--- src/rtl/store_merge_unit_pkg.sv ---
// Shared definitions for the store datapath: op encodings, FSM states and
// the read-latency counter width.
package store_pkg;

  localparam logic [1:0] OP_SW = 2'b00;
  localparam logic [1:0] OP_SH = 2'b01;
  localparam logic [1:0] OP_SB = 2'b10;

  // Holds READ_LAT-1 for READ_LAT in 1..4
  localparam int unsigned CNT_W = 2;

  typedef enum logic [2:0] {
    S_IDLE,
    S_READ,
    S_WAIT,
    S_WRITE,
    S_DONE
  } state_t;

  function automatic logic store_misaligned(input logic [1:0] op,
                                            input logic [1:0] lane);
    case (op)
      OP_SW:   return (lane != 2'b00);
      OP_SH:   return lane[0];
      OP_SB:   return 1'b0;
      default: return 1'b1;
    endcase
  endfunction

endpackage

--- src/rtl/store_lane_merge.sv ---
// Little-endian sub-word merge: splices store data into the old memory word
// at the lane selected by the low address bits.
module store_lane_merge
  import store_pkg::*;
(
  input  logic [31:0] old_word,
  input  logic [31:0] wdata,
  input  logic [1:0]  op,
  input  logic [1:0]  lane,
  output logic [31:0] merged
);

  always_comb begin
    merged = old_word;
    case (op)
      OP_SB: begin
        case (lane)
          2'd0: merged[7:0]   = wdata[7:0];
          2'd1: merged[15:8]  = wdata[7:0];
          2'd2: merged[23:16] = wdata[7:0];
          2'd3: merged[31:24] = wdata[7:0];
          default: merged = old_word;
        endcase
      end
      OP_SH: begin
        if (lane[1]) merged[31:16] = wdata[15:0];
        else         merged[15:0]  = wdata[15:0];
      end
      default: merged = wdata;
    endcase
  end

endmodule

--- src/rtl/store_merge_unit.sv ---
// Store read-modify-write sequencer for sw/sh/sb against a word-addressed
// data memory with configurable read latency.
module store_merge_unit
  import store_pkg::*;
#(
  parameter int unsigned READ_LAT = 1
) (
  input  logic        clk,
  input  logic        reset_n,
  input  logic        start,
  input  logic [1:0]  op,
  input  logic [31:0] addr,
  input  logic [31:0] wdata,
  output logic [31:0] mem_addr,
  input  logic [31:0] mem_rdata,
  output logic        mem_wr,
  output logic [31:0] mem_wdata,
  output logic        busy,
  output logic        done,
  output logic        err
);

  state_t            state;
  logic [1:0]        op_q;
  logic [31:0]       addr_q;
  logic [31:0]       wdata_q;
  logic [CNT_W-1:0]  cnt;
  logic [31:0]       merged;

  store_lane_merge u_lane_merge (
    .old_word (mem_rdata),
    .wdata    (wdata_q),
    .op       (op_q),
    .lane     (addr_q[1:0]),
    .merged   (merged)
  );

  // Derived from the latched address register, so still a registered output
  assign mem_addr = {addr_q[31:2], 2'b00};

  always_ff @(posedge clk or negedge reset_n) begin
    if (!reset_n) begin
      state     <= S_IDLE;
      op_q      <= '0;
      addr_q    <= '0;
      wdata_q   <= '0;
      cnt       <= '0;
      mem_wdata <= '0;
      mem_wr    <= 1'b0;
      busy      <= 1'b0;
      done      <= 1'b0;
      err       <= 1'b0;
    end else begin
      mem_wr <= 1'b0;
      done   <= 1'b0;
      err    <= 1'b0;
      case (state)
        S_IDLE: begin
          if (start) begin
            op_q    <= op;
            addr_q  <= addr;
            wdata_q <= wdata;
            busy    <= 1'b1;
            if (store_misaligned(op, addr[1:0])) begin
              state <= S_DONE;
              done  <= 1'b1;
              err   <= 1'b1;
            end else if (op == OP_SW) begin
              state     <= S_WRITE;
              mem_wr    <= 1'b1;
              mem_wdata <= wdata;
            end else begin
              state <= S_READ;
            end
          end
        end
        S_READ: begin
          state <= S_WAIT;
          cnt   <= CNT_W'(READ_LAT - 1);
        end
        S_WAIT: begin
          // Final WAIT edge: capture the read word already merged
          if (cnt == '0) begin
            state     <= S_WRITE;
            mem_wr    <= 1'b1;
            mem_wdata <= merged;
          end else begin
            cnt <= cnt - 1'b1;
          end
        end
        S_WRITE: begin
          state <= S_DONE;
          done  <= 1'b1;
        end
        S_DONE: begin
          state <= S_IDLE;
          busy  <= 1'b0;
        end
        default: state <= S_IDLE;
      endcase
    end
  end

endmodule
--- config.mk ---
export PLATFORM = sky130hd
export DESIGN_NAME = store_merge_unit
export DESIGN_NICKNAME = d
export VERILOG_FILES = /design/src/rtl/store_merge_unit_pkg.sv /design/src/rtl/store_lane_merge.sv /design/src/rtl/store_merge_unit.sv
export SDC_FILE = /design/constraint.sdc
export NUM_CORES = 1
export LEC_CHECK = 0
export BUFFER_PORTS_ARGS = -buffer_cell sky130_fd_sc_hd__buf_2
export CORE_MARGIN = 1
export CORE_UTILIZATION = 45
export DETAILED_ROUTE_END_ITERATION = 16
export PLACE_DENSITY = 0.74
export SYNTH_ARGS = -nofsm -noshare
export SYNTH_HDL_FRONTEND = slang
export SYNTH_HIERARCHICAL = 1
export SYNTH_SLANG_ARGS = --single-unit
--- constraint.sdc ---
create_clock -name clk -period 2.1 [get_ports clk]
set_input_delay 0.21 -clock clk [delete_from_list [all_inputs] [get_ports clk]]
set_output_delay 0.21 -clock clk [all_outputs]
set_load 0.005 [all_outputs]
Word-level counts from Yosys, hierarchy flattened

Cells that the tools add are included.

Add/subtract/negate cells: 1
Eq/ne operators: 16
Muxes and demuxes: 33
Reduce and logical (&&, ||, !) cells: 13

Operators by type and width:

| kind                                                                  | number |
|---|---|
| 32-bit 2-to-1 mux                                                     | 4 |
| 32-bit one-hot mux with 2 select lines                                | 2 |
| 16-bit 2-to-1 mux                                                     | 2 |
| 8-bit 2-to-1 mux                                                      | 4 |
| 3-bit one-hot mux with 4 select lines                                 | 1 |
| 1-bit 2-to-1 mux                                                      | 10 |
| 2-bit != test, second input constant                                  | 5 |
| 3-bit 2-to-1 mux                                                      | 3 |
| 2-bit equality test, second input constant                            | 4 |
| 2-bit AND reduction                                                   | 4 |
| 2-bit nonzero test                                                    | 4 |
| 2-bit by 1-bit equality test with 1-bit output, second input constant | 3 |
| 3-bit by 2-bit equality test with 1-bit output, second input constant | 2 |
| 2-bit logical NOT                                                     | 3 |
| 1-bit one-hot mux with 2 select lines                                 | 3 |
| 5-bit AND reduction                                                   | 1 |
| 2-bit 2-to-1 mux                                                      | 2 |
| 2-bit one-hot mux with 2 select lines                                 | 1 |
| 3-bit by 1-bit equality test with 1-bit output, second input constant | 1 |
| 3-bit equality test, second input constant                            | 1 |
| 3-bit logical NOT                                                     | 1 |
| 1-bit one-hot mux with 3 select lines                                 | 1 |
| 2-bit by 1-bit subtractor with 2-bit output, second input constant    | 1 |

Register bits: 107
Input port bits: 101
Output and inout port bits: 68
Logic and storage cells: 73

Longest topological paths before layout

Depth after elaboration: 7
Gate-level depth with buffers: 9
Gate-level depth less buffers: 7

Hierarchy

The synthesis kept the hierarchy.

Modules (own cells, without submodules):

| module           | times used | cells each | area an instance (um^2) | sequential area each (um^2) |
|---|---|---|---|---|
| store_merge_unit | 1          | 456        | 4785.8                  | 2677.6 |
| store_lane_merge | 1          | 133        | 1012.2                  | 0.0 |

Worst setup path before layout

No wires, ideal clock.

Path type: reg2reg
Start point: register op_q[0]
End point: register mem_wdata[0]
Library setup time: 127 ps
Data arrival time: 1965 ps
Data required time: 1973 ps
Slack: 8 ps
Stages on the path, launching flop included: 8
Path buffers: 1
Clock period less this slack: 2092 ps
Cells stage by stage: dfrtp_1 > ha_1 > nor2b_1 > clkbuf_2 > a211o_4 > a22o_1 > mux2_2 > mux2_1

Longest elaborated chain between the ends: 4
Elaborated cells between the ends (all ways): 5
Classes of those cells: eq/ne (2); mux (3)

Ends and longest elaborated chain:

| element                                                                               | line                   | source |
|---|---|---|
| from (decl)                                                                           | store_merge_unit.sv:24 | `logic [1:0] op_q;` |
| from (signal assigned)                                                                | store_merge_unit.sv:60 | `op_q <= op;` |
| 2-bit by 1-bit equality test with 1-bit output or 2-bit equality test (tied branches) | store_lane_merge.sv:15 | `case (op)` |
| 32-bit one-hot mux with 2 select lines (*)                                            | store_lane_merge.sv:15 |  |
| via merged[0]                                                                         | store_merge_unit.sv:28 | `logic [31:0] merged;` |
| 32-bit 2-to-1 mux (*)                                                                 | store_merge_unit.sv:83 | `if (cnt == '0) begin` |
| 32-bit one-hot mux with 2 select lines (*)                                            | store_merge_unit.sv:57 | `case (state)` |
| to (signal assigned)                                                                  | store_merge_unit.sv:71 | `mem_wdata <= wdata;` |
| to (signal assigned)                                                                  | store_merge_unit.sv:86 | `mem_wdata <= merged;` |
| to (decl)                                                                             | store_merge_unit.sv:17 | `output logic [31:0] mem_wdata,` |

Mark *: on every way through the listed nets, which the timed path passes. The rest lies on a longest branch. The select of a mux whose other input is x is not followed.
A chain may end at the register's enable or synchronous reset.

Final worst setup path

Start point: register op_q[0]
End point: register mem_wdata[1]

The elaborated chain is that of the path after synthesis.

==> results.md <==
- CP endpoint kind: flip-flop
- CTS tree: yes
- Reg clk slew, reported paths: 0.07 ns
- Crit path time final: 2.06 ns
- Worst slew margin: 53.1%
- Total GRT Usage: 22.9%
- CP max-delay cell: dfrtp_1
- Worst vdd ir: 0.819 mV
- Simple-gate share of the synthesized area: 17.0%
- Period Utilization, post-route: 98.3%
- Most frequent cells after synthesis: nand2_1 (227), dfrtp_1 (107), mux2i_1 (40)
- Seq/Total Area, Yosys: 46.2%
- Max Cap Viol: 0
- Cts bufs inserted: 9
- Synth top area share: 46.2%
- Max Slew Vio Count: 0
- Starting Density: 46.1%
- Clk root buf: clkbuf_16
- Yosys warning count: 6
- Worst path cell trace: inv_1 -> ha_2 -> a211o_4 -> a22o_1 -> mux2_2 -> mux2_1
- # H-tree levels: 3
- Syn Std Cell Area: 5800 um2
- Reg2Reg Setup Slack: 0.04 ns
- PortBufs: 166
- Min-delay src: addr[29]
- Final worst slack: 0.0361 ns
- Adder-Cell Fraction of Synth Area: 0.647%
- Critical path class: reg -> reg
- Drt pass-1 iters: 6
- Vias in the first global route: 4639
- Die extent in y: 116 um
- Layout area overhead: 19.3%
- Outcome: finished clean
- Reg2reg path depth: 6
- FF+latch count, synth: 107
- Hold Crit Class: in -> reg
- RePlAce Congestion: 0.861
- CP max FO: 8
- Die outline width: 116 um
- GRT overflow: 0
- Mapped Cells: 589
- Hold Fails Final Rpt: 0
- Skew-Pair Late Insertion Delay: 0.35 ns
- Sequential cell area: 2680 um2
- Post-DP Area: 6580 um2
- # clock sinks: 107
- Crit start category: flip-flop
- Clock Path Buffers: 2
- Design area: 6920 um2
- Synth Area in Compound Gates: 8.20%
- # rows: 41
- Via count: 4616
- Synth Flop Type: dfrtp_1
- Area share of xor/xnor cells in the synthesized design: 0%
- Max Freq: 485 MHz
- Hold depth: 3
- Synth top area cells: dfrtp_1 (46%), nand2_1 (15%), mux2i_1 (6.9%)
- Max stage delay on crit path: 0.41 ns
- IO Count: 169
- WL final: 14700 um
- Area of the core: 12600 um2
- Number of diodes: 0
- Power Dens Cells: 1580 nW/um2
- Die footprint: 13300 um2
- Pin count of the biggest net entering global routing: 68
- First-pass GRT wire length: 23400 um
- Setup violations, final: 0
- Share of cells above drive strength 1: 34.5%
- WHS Endpoint: addr_q[29]
- RSZ-0062 raised after global routing: true
- Largest family of logic cells by synthesized area: multiplexers
- Critical register-to-register path endpoint: mem_wdata[1]
- WL per Instance: 16.4 um
- Nets@finish: 824
- Dpl hpwl: 10400 um
- Post-Syn Area per Cell: 9.84 um2
- Synth async-reset ratio: 100%
- Fillers: 1147
- Number of flops mapped to enable cells by yosys: 0
- R2r startpoint: op_q[0]
- Initial antenna violation count: 1
- Critical Path RT: 2.33 ns
- Via/cell ratio: 5.15
- Drt drc: 0
- Final Power: 0.0109 W
- Drt first-iter violations: 290
- LEAKAGE: 3.61 nW
- Dpl ws: 0.0335 ns
- Mux share of post-synthesis cell area: 19.3%
- Worst Tran Pin Value: 0.704 ns
- Top-count cell post-synth: nand2_1
- Synth unique cells: 40
- CP arrival: 2.30 ns
- Post-route ant nets: 0
- Area leader, netlist: dfrtp_1
- Setup Skew: 0.00610 ns
- Multi-input combinational cell area: 2650 um2
## report_power, final
part	switching (W)	leakage [nW]	internal [W]
logic	0.00271	2.14	0.00263
clock network	0.000740	0.146	0.000935
registers	0.000835	1.32	0.00307
total	0.00429	3.61	0.00663
## cells by family after synthesis
| family | count (synthesis) |
|---|---|
| adder cells (fa/ha/maj) | 3 |
| buffers and inverters | 74 |
| flip-flops | 107 |
| multiplexers | 104 |
| AO/OA/AOI/OAI | 57 |
| other | 1 |
| AND/OR/NAND/NOR | 243 |
## registers in the layout (all words and copies together) (netlist names)
register,count
state,3
mem_wdata,32
cnt,2
addr_q,32
err,1
done,1
mem_wr,1
busy,1
op_q,2
wdata_q,32
## what timing repair did
| item | 4_1_cts | 5_1_grt |
|---|---|---|
| buffers inserted | 0 | 1 |
| setup endpoints to repair | 0 | 32 |
| hold buffers | 1 | 0 |
| gates resized for setup | 0 | 7 |
| hold endpoints to repair | 38 | 0 |
## per-layer routing
layer / wire length, um / vias to the layer above / GRT usage, %
met4: 387 / 2 / 10.3
met1: 6360 / 2190 / 29.7
met3: 1080 / 30 / 5.54
li1: - / 2218 / -
met2: 6840 / 176 / 36.6
met5: 16 / - / 0
## stage by stage
step           utilization (%)  instances  TNS, ns  hold slack, ns
2_1_floorplan                -        590        0         -0.0856
3_3_place_gp              52.4        879        0           0.209
3_5_place_dp              52.4        879        0           0.228
4_1_cts                   54.8        896        0          0.0369
5_1_grt                   55.0        897  -0.0745          0.0484
6_report                  55.0        897        0          0.0466
## how the worst max path moves through the flow
stage	start	endpoint	slack, ns
after floorplan	op_q[0]	mem_wdata[0]	0.008
after global placement	addr_q[1]	mem_wdata[14]	0.1
after detailed placement	op_q[0]	mem_wdata[1]	0.03
after CTS	op_q[0]	mem_wdata[1]	0.02
after global routing	op_q[0]	mem_wdata[8]	-0.03
final	op_q[0]	mem_wdata[1]	0.04
## cell usage in the layout, fill, tap and decap left out, types with 2 or more instances in the layout
| cell type | instances |
|---|---|
| a22o_1 | 12 |
| a32oi_1 | 6 |
| inv_1 | 4 |
| clkbuf_1 | 2 |
| a32oi_2 | 2 |
| nand2b_1 | 2 |
| mux2_2 | 35 |
| clkbuf_8 | 4 |
| a21oi_1 | 2 |
| o221ai_1 | 16 |
| buf_2 | 165 |
| dfrtp_1 | 106 |
| clkbuf_16 | 9 |
| buf_12 | 5 |
| nor4_1 | 2 |
| nor2b_1 | 4 |
| ha_1 | 2 |
| nand2_2 | 2 |
| nand2_1 | 226 |
| nor2_1 | 2 |
| o211ai_1 | 8 |
| mux2_1 | 29 |
| conb_1 | 2 |
| o22ai_1 | 2 |
| buf_4 | 17 |
| mux2i_1 | 40 |
## area by class of cell
type,count,area share (%)
sequential,107,38.7
multi-input combinational,409,38.3
timing repair buffer,188,15.4
clock buffer,15,4.16
tap,172,3.11
inverter,5,0.271
clock inverter,1,0.0723
## critical path: cells and delay by family, from the launching register on
kind | cells | cell delay (ns)
buffers and inverters | 1 | 0.08
DFF | 1 | 0.41
adders and majority gates | 1 | 0.30
muxes | 2 | 0.55
AOI/OAI and AO/OA | 2 | 0.62
Note: power is estimated with default switching activity, not from simulation.
